## src/rtl/hamming_decoder.sv

```systemverilog
// Streaming Hamming [7,4] single-error-correcting decoder with a two-stage valid/ready pipeline.
// Define HAMMING_DEC_STATS_EN to build the saturating word/correction counters.
module hamming_decoder #(
  parameter int CNT_W = 16
) (
  input  logic             clk,
  input  logic             rst_n,
  input  logic [6:0]       in_codeword,
  input  logic             in_valid,
  output logic             in_ready,
  output logic [3:0]       out_data,
  output logic [2:0]       out_syndrome,
  output logic             out_corrected,
  output logic             out_valid,
  input  logic             out_ready,
  input  logic             stats_clr,
  output logic [CNT_W-1:0] word_count,
  output logic [CNT_W-1:0] corr_count
);

  logic [2:0] in_syn;
  logic       s1_valid;
  logic [6:0] s1_code;
  logic [2:0] s1_syn;
  logic       s1_move;
  logic [7:0] syn_onehot;
  logic [6:0] fixed;

  // Each syndrome bit covers the positions whose index has that bit set.
  assign in_syn[0] = in_codeword[0] ^ in_codeword[2] ^ in_codeword[4] ^ in_codeword[6];
  assign in_syn[1] = in_codeword[1] ^ in_codeword[2] ^ in_codeword[5] ^ in_codeword[6];
  assign in_syn[2] = in_codeword[3] ^ in_codeword[4] ^ in_codeword[5] ^ in_codeword[6];

  assign s1_move  = !out_valid || out_ready;
  assign in_ready = !s1_valid || s1_move;

  // Syndrome k selects position k (bit k-1); syndrome 0 lands on the dropped bit 0.
  assign syn_onehot = 8'd1 << s1_syn;
  assign fixed      = s1_code ^ syn_onehot[7:1];

  always_ff @(posedge clk or negedge rst_n) begin
    if (!rst_n) begin
      s1_valid <= 1'b0;
      s1_code  <= '0;
      s1_syn   <= '0;
    end else if (in_ready) begin
      s1_valid <= in_valid;
      if (in_valid) begin
        s1_code <= in_codeword;
        s1_syn  <= in_syn;
      end
    end
  end

  always_ff @(posedge clk or negedge rst_n) begin
    if (!rst_n) begin
      out_valid     <= 1'b0;
      out_data      <= '0;
      out_syndrome  <= '0;
      out_corrected <= 1'b0;
    end else if (s1_move) begin
      out_valid <= s1_valid;
      if (s1_valid) begin
        out_data      <= {fixed[6], fixed[5], fixed[4], fixed[2]};
        out_syndrome  <= s1_syn;
        out_corrected <= |s1_syn;
      end
    end
  end

`ifdef HAMMING_DEC_STATS_EN
  logic handshake;

  assign handshake = out_valid && out_ready;

  // Clear takes priority over a same-cycle handshake; both counters stick at all-ones.
  always_ff @(posedge clk or negedge rst_n) begin
    if (!rst_n) begin
      word_count <= '0;
      corr_count <= '0;
    end else if (stats_clr) begin
      word_count <= '0;
      corr_count <= '0;
    end else if (handshake) begin
      if (word_count != '1) word_count <= word_count + CNT_W'(1);
      if (out_corrected && (corr_count != '1)) corr_count <= corr_count + CNT_W'(1);
    end
  end
`else
  logic unused_stats_clr;

  assign unused_stats_clr = stats_clr;
  assign word_count       = '0;
  assign corr_count       = '0;
`endif

endmodule

```

## config.mk

```make
export PLATFORM = sky130hd
export DESIGN_NAME = hamming_decoder
export DESIGN_NICKNAME = d
export VERILOG_FILES = /design/src/rtl/hamming_decoder.sv
export SDC_FILE = /design/constraint.sdc
export NUM_CORES = 1
export LEC_CHECK = 0
export CORE_MARGIN = 5
export CORE_UTILIZATION = 39
export DETAILED_ROUTE_END_ITERATION = 16
export MAX_ROUTING_LAYER = met4
export PLACE_DENSITY = 0.8
export SYNTH_ARGS = -nofsm -noshare
export SYNTH_HDL_FRONTEND = slang
export SYNTH_SLANG_ARGS = --single-unit
```

## constraint.sdc

```tcl
create_clock -name clk -period 1.5 [get_ports clk]
set_clock_uncertainty 0.2 [all_clocks]
set_input_delay 0.225 -clock clk [delete_from_list [all_inputs] [get_ports clk]]
set_output_delay 0.225 -clock clk [all_outputs]
set_load 0.02 [all_outputs]
```

After elaboration in Yosys (flattened, before gate mapping)
Cells that the tools add are included.
{ "totals": {"reg_bits": 20, "in_bits": 12, "out_inout_bits": 42, "wordCells": 25} }
{ "classes": {"shift": 1, "bitwise": 10, "n_reduce_logical": 7} }
{ "op_table": {"columns": ["op", "n"], "rows": [
  ["$xor A1 B1 Y1", 9],
  ["$shl A1 B3 Y8 const A", 1],
  ["$xor A7 B7 Y7", 1],
  ["$reduce_and A2 Y1", 2],
  ["$reduce_or A3 Y1", 1],
  ["$logic_not A1 Y1", 2],
  ["$logic_or A1 B1 Y1", 2]
]} }

Longest topological paths before layout
{ "logic_depth": {"ltp_word": 4, "ltp_mapped": 3, "depth_no_buf": 3} }

Worst setup path before layout
OpenSTA, ideal clock, no wires.
{ "synth_timing": {"path_type": "register to register", "startpoint": "register out_valid", "endpoint": "register s1_code[2]", "arrival_time_ns": 1.296, "path_slack_ns": -0.121, "path_stages_with_launch": 4, "path_buffers": 0, "cell_sequence": "dfrtp_1 > nand3b_1 > nand2_2 > mux2_2"} }
{ "synth_via": {"elab_chain_cells": 4} }
{ "synth_lines": {"columns": ["item", "line_no", "source"], "rows": [
  ["start: declaration", "14", "output logic out_valid,"],
  ["start signal: assignment", "62", "out_valid <= s1_valid;"],
  ["$logic_not A1 Y1", "34", "assign s1_move = !out_valid || out_ready;"],
  ["$logic_or A1 B1 Y1", "34", null],
  ["$logic_or A1 B1 Y1", "35", "assign in_ready = !s1_valid || s1_move;"],
  ["via in_ready", "10", "output logic in_ready,"],
  ["$reduce_and A2 Y1 (no source line)", null, null],
  ["end signal: assignment", "49", "s1_code <= in_codeword;"],
  ["end: declaration", "23", "logic [6:0] s1_code;"]
]} }
The timed path passes the listed nets, and every way through them passes these cells.
A chain may end at the register's enable or synchronous reset.

Worst setup path in the final report
{ "layout_timing": {"startpoint": "register out_valid", "endpoint": "output port out_valid"} }
No word-level cell between the ends.

==> results.md <==
* ANT cells at 0
* Flops & latches, synth at 17
* Top cell type by total area after synthesis: dfrtp_1
* RSZ-0062 raised after global routing: false
* M2 GR Usage at 13.7%
* Row cnt at 18
* Max clock buf depth at 2
* Top-count cell post-synth: buf_4
* Placement Cell Area at 0.00120 sq mm
* First-pass GRT wire length at 2.30 mm
* DR iter-0 viols at 8
* Mean post-synth cell area at 11.5 sq um
* Die width at 61.1 um
* Worst min path class: input pin to asynchronous set/reset pin
* Final ANT Viol Nets at 0
* Detailed Routing Iterations Pass 1 at 4
* Vias in the first global route at 554
* GRT met3 Usage at 2.31%
* Clock Power Share at 15.0%
* Max-slew violation count at 0
* Top_reg_cell synth: dfrtp_1
* Min Tclk post-route at 1.46 ns
* Post-route cell area at 0.00121 sq mm
* Fmax at 686 MHz
* GRT Resource Usage Total at 8.53%
* Bufs and invs on worst path at 1
* Combinational power share at 41.1%
* Initial antenna violation count at 0
* Met1 Use GR at 9.28%
* Overflow left after global routing at 0
* Share of power burned in registers at 44.0%
* Clk Latency, worst-skew pair at 0.28 ns
* DRC at 0
* Final Non-Filler Cells at 146
* Mapped cell area at 0.00102 sq mm
* Unique masters post-synth at 15
* Fin crit share at 97.2%
* DIE AREA at 0.00374 sq mm
* Setup CP Type: flop to output port
* Crit path DAT at 1.03 ns
* Routability cong. at 0.738
* Starting Density at 40.8%
* Status: completed
* Cell family with most CP delay: flip-flops
* Hold Fails Final Rpt at 0
* Max stage delay on crit path at 0.43 ns
* Pin count of the biggest net entering global routing at 18
* Cts bufs inserted at 3
* Port-buffer cells at 20
* Yosys warning total at 0
* Number of placed instances, taps included at 142
* Post-DR vias/cell at 4.25
* Critical Path RT at 1.07 ns
* CTS Hold Bufs at 0
* Die H at 61.1 um
* Vias at 621
* Post-Synthesis Cells at 89
* Post-DP HPWL at 1.30 mm
* Num ports at 54
* Pleak at 0.569 nW
* TritonCTS clock tree: built
* Seq/Total Area, Yosys at 41.7%
* Number of synthesized flops with an enable pin at 0
* Final worst slack at 0.0424 ns
* Critical path, cell by cell: dlygate4sd2_1
* Setup Viol. Count Final at 0
* Maximum vdd ir drop at 553 uV
* Filler cells at 224
* Post-synth top cells: buf_4, dfrtp_1, mux2_2
* Post-synth ARST share at 100%
* Sink Count at 17
* Worst-path clk slew at 0.09 ns
* Worst-path cell with the longest stage delay: dfrtp_2
* Sw frac at 36.5%
* Final nets at 129
* Worst Setup End Kind: output port
* Wirelength per Cell at 10.8 um
* Post-CTS setup buffers at 0
* Grt peak-use layer: met2
* Overall Power at 0.00158 W
* Post_cts resized at 13
* DRT Wirelength at 1.58 mm
* Max-Cap Viols at 0
* Power per Cell Area at 1310 mW/mm^2
* Core Area at 0.00250 sq mm
* Synth top area share at 41.7%
* Root Buffer: clkbuf_4
* CTS H-Tree Depth at 1
* Synth top area cells: dfrtp_1, buf_4, mux2_2
* Area Overhead vs Synth at 18.7%
* Internal power at 0.00101 W
* Post-place setup slack at -0.366 ns
* Worst Path Max Fanout at 3
* Psw at 0.000578 W
* Share of cells above drive strength 1 at 23.3%
* Crit start category: flop
power groups by stage:
stage               sequential, W  combinational (W)  clock (W)
floorplan                0.000808           0.000389          0
global placement         0.000704           0.000716          0
detailed placement       0.000709           0.000726          0
CTS                      0.000695           0.000657   0.000247
global route             0.000713           0.000705   0.000266
finish                   0.000696           0.000650   0.000237
area by class of cell:
cell class | instances | area [sq um] | area share (%)
well taps | 30 | 37.5 | 3.10
clock inverters | 1 | 5.00 | 0.414
clock buffers | 3 | 22.5 | 1.86
multi-input cells | 71 | 504 | 41.7
repair buffers | 24 | 214 | 17.7
flip-flops and latches | 17 | 427 | 35.3
registers in the layout (all words and copies together) (netlist names):
register and flops:
out_data 4, out_valid 1, s1_syn 3, out_corrected 1
s1_code 4, s1_valid 1, out_syndrome 3
metal layers:
layer | vias up | routed length [um]
met3 | 4 | 218
met4 | 0 | 10
li1 | 284 | -
met1 | 294 | 585
met2 | 39 | 762
met5 | - | 0
logic make-up (layout without fill, tap and decap cells):
logic type / after synthesis / after routing / share of synthesized area [%]
AOI/OAI and AO/OA: 2 / 2 / 1.10
xor gates and xnor gates: 12 / 12 / 11.0
buffers and inverters: 32 / 28 / 23.6
DFF: 17 / 17 / 41.7
muxes: 14 / 14 / 15.5
other: 1 / 32 / 0.368
and+or+nand+nor: 11 / 11 / 6.75
path summary, 6_finish.rpt:
| path | slack, ns | depth (start not counted) | to | from |
|---|---|---|---|---|
| max | 0.04 | 1 | out_valid | out_valid |
| min in group clk | 0.31 | 1 | out_syndrome[2] | out_syndrome[2] |
| max reg2reg | 0.11 | 4 | s1_code[6] | out_valid |
| min | 0.04 | 2 | s1_code[6] | rst_n |
| min reg2reg | 0.31 | 1 | out_syndrome[2] | out_syndrome[2] |
| max in group asynchronous | 0.85 | 2 | out_valid | rst_n |
per-stage QoR:
| stage | utilization, % | TNS (ns) | hold WS, ns |
|---|---|---|---|
| floorplan | - | -0.318 | -0.271 |
| global placement | 47.8 | -3.49 | 0.290 |
| detailed placement | 47.8 | -4.12 | 0.298 |
| CTS | 48.3 | 0 | 0.0450 |
| global route | 48.4 | 0 | 0.0685 |
| finish | 48.4 | 0 | 0.0445 |
cells in the final DEF (no fill, tap or decap):
cell type	count
nand3_1	1
nand2_2	1
nand2b_1	3
xor2_2	1
a21oi_1	1
clkbuf_4	3
conb_1	32
dfrtp_1	16
a31oi_1	1
nor3_1	1
clkdlybuf4s50_1	10
dlygate4sd2_1	9
clkinv_2	1
xor2_1	1
buf_4	4
nand3b_1	4
buf_2	1
nand2_4	1
mux2_2	7
mux2_4	7
xnor2_1	10
dfrtp_2	1
Power figures use the tool's default switching activity.
==> variant: new RTL, same flow settings <==
The option `HAMMING_DEC_STATS_EN` is turned on by a define.
--- a/src/rtl/hamming_decoder.sv
+++ b/src/rtl/hamming_decoder.sv
@@ -1,5 +1,7 @@
 // Streaming Hamming [7,4] single-error-correcting decoder with a two-stage valid/ready pipeline.
 // Define HAMMING_DEC_STATS_EN to build the saturating word/correction counters.
+`define HAMMING_DEC_STATS_EN
+
 module hamming_decoder #(
   parameter int CNT_W = 16
 ) (
Behaviour: not the same (Yosys sat finds a counterexample within 4 cycles, from zero or initial values and one cycle with rst_n low).
==> variant against the unedited design <==
The flow now finishes with violations (negative setup slack). Synthesized cell count rose to 2.9 times the old value. First-iteration DRC count grew to 21 times the old value. Sequential cell count rose by 32. Routed wire length rose to 5.4 times the old value. Synthesized area grew to 2.5 times the old value. Non-clock buffer count grew 132. Setup slack got worse by 0.50 ns. Via count grew to 4.4 times the old value. Design area rose to 3.6 times the old value. Global-route usage rose by 9.8 points. Sequential share of layout area shrank 6.6 points. Sequential power is 120% higher. Total power is 100% higher. Critical path type is now flop to flop.
==> variant: results (changes against the unedited design) <==
.. list-table::
   :header-rows: 1

   * - Metric
     - Value
   * - Worst IR Drop VDD
     - 583.2 uV (was 553.4 uV)
   * - Design Area, Final
     - 4402 um^2 (was 1210 um^2)
   * - Global routing usage on met1
     - 0.2128 (was 0.09281)
   * - Top post-synthesis cells by count
     - sky130_fd_sc_hd__dfrtp_1, sky130_fd_sc_hd__a21oi_1, sky130_fd_sc_hd__nand2_1 (was sky130_fd_sc_hd__buf_4, sky130_fd_sc_hd__dfrtp_1, sky130_fd_sc_hd__mux2_2)
   * - Power in combinational cells
     - 0.755 mW (was 0.650 mW)
   * - Part of the total power dissipated in the clock network
     - 0.270 (was 0.150)
   * - Combined global-route utilization of all metal layers
     - 0.1837 (was 0.08532)
   * - Inverters
     - 5 (was 0)
   * - Share of the yosys chip area belonging to registers
     - 0.4809 (was 0.4172)
   * - Count of placed standard cells in the final layout, fillers left out
     - 487 (was 146)
   * - Violations in the final reports
     - negative setup slack
   * - 1st-iter DRT viols
     - 166 (was 8)
   * - Fraction of area in multi-input gates
     - 0.3607 (was 0.4168)
   * - Switch share
     - 0.3214 (was 0.3649)
   * - End of the worst register-to-register path
     - word_count[14] (was s1_code[6])
   * - Final Util
     - 0.6932 (was 0.4840)
   * - Total length of routed met2 wires
     - 4472 um (was 762 um)
   * - Buffer cell driving the clock tree root
     - sky130_fd_sc_hd__clkbuf_8 (was sky130_fd_sc_hd__clkbuf_4)
   * - Non-Clock Buffer Count
     - 156 (was 24)
   * - Biggest regs
     - corr_count (16), word_count (16) (was out_data (4), s1_code (4))
   * - Worst setup slack after layout
     - -0.4567 ns (was 0.04240 ns)
   * - Count of cells along the worst register-to-register path
     - 7 (was 4)
   * - Maximum number of pins on one net before global-route repair
     - 50 (was 18)
   * - Top fanout value on the critical path
     - 4 (was 3)
   * - Via count of the first global-routing pass
     - 2737 (was 554)
   * - M2 GR Usage
     - 0.3099 (was 0.1375)
   * - Critical path's top delay family
     - compound AO/OA/AOI/OAI gates (was flip-flops)
   * - Met3 Track Usage GR
     - 0.04583 (was 0.02306)
   * - Setup Viol. Count Final
     - 51 (was 0)
   * - ClkCell Share
     - 0.02160 (was 0.02275)
   * - Count of flip-flops and latches
     - 49 (was 17)
   * - Outcome
     - finished, violations left (was completed)
   * - Post-synthesis area per instance
     - 10.00 um^2 (was 11.46 um^2)
   * - Critical path origin
     - word_count[13] (was out_valid)
[variant: cell count changes after synthesis, moves of 5 or more]
cell | before | now
sky130_fd_sc_hd__nor2_1 | 0 | 8
sky130_fd_sc_hd__nor4_1 | 0 | 7
sky130_fd_sc_hd__o31ai_1 | 0 | 14
sky130_fd_sc_hd__o21ai_0 | 0 | 14
sky130_fd_sc_hd__or4_1 | 0 | 15
sky130_fd_sc_hd__nor2b_1 | 0 | 5
sky130_fd_sc_hd__inv_1 | 0 | 5
sky130_fd_sc_hd__a21oi_1 | 1 | 22
sky130_fd_sc_hd__buf_4 | 32 | 0
sky130_fd_sc_hd__dfrtp_1 | 17 | 49
sky130_fd_sc_hd__nand2_1 | 1 | 21
sky130_fd_sc_hd__nand4_1 | 0 | 9
sky130_fd_sc_hd__clkbuf_1 | 0 | 6
sky130_fd_sc_hd__nand3_1 | 1 | 12
[variant: worst min-delay path, cell delays in order]
cell,delay (ns)
sky130_fd_sc_hd__dlygate4sd3_1,0.52
sky130_fd_sc_hd__buf_2,0.12
sky130_fd_sc_hd__buf_12,0.25
[variant: timing repair]
item,in CTS,in global routing
endpoints found under the hold margin,49,0
setup buffers,15,20
resized for setup,182,92
setup endpoints to repair,82,56
gates cloned,0,0
pin swaps,21,30
hold buffers,1,0
[variant: logic make-up (layout without fill, tap and decap cells)]
kind of cell | after synthesis | count (layout) | synth area share
buffers and inverters | 14 | 169 | 0.02208
adders and majority gates | 2 | 2 | 0.009812
AOI/OAI and AO/OA | 62 | 62 | 0.1511
muxes | 13 | 13 | 0.05692
and+or+nand+nor | 103 | 103 | 0.2380
DFF | 49 | 49 | 0.4809
xor gates and xnor gates | 12 | 12 | 0.04122
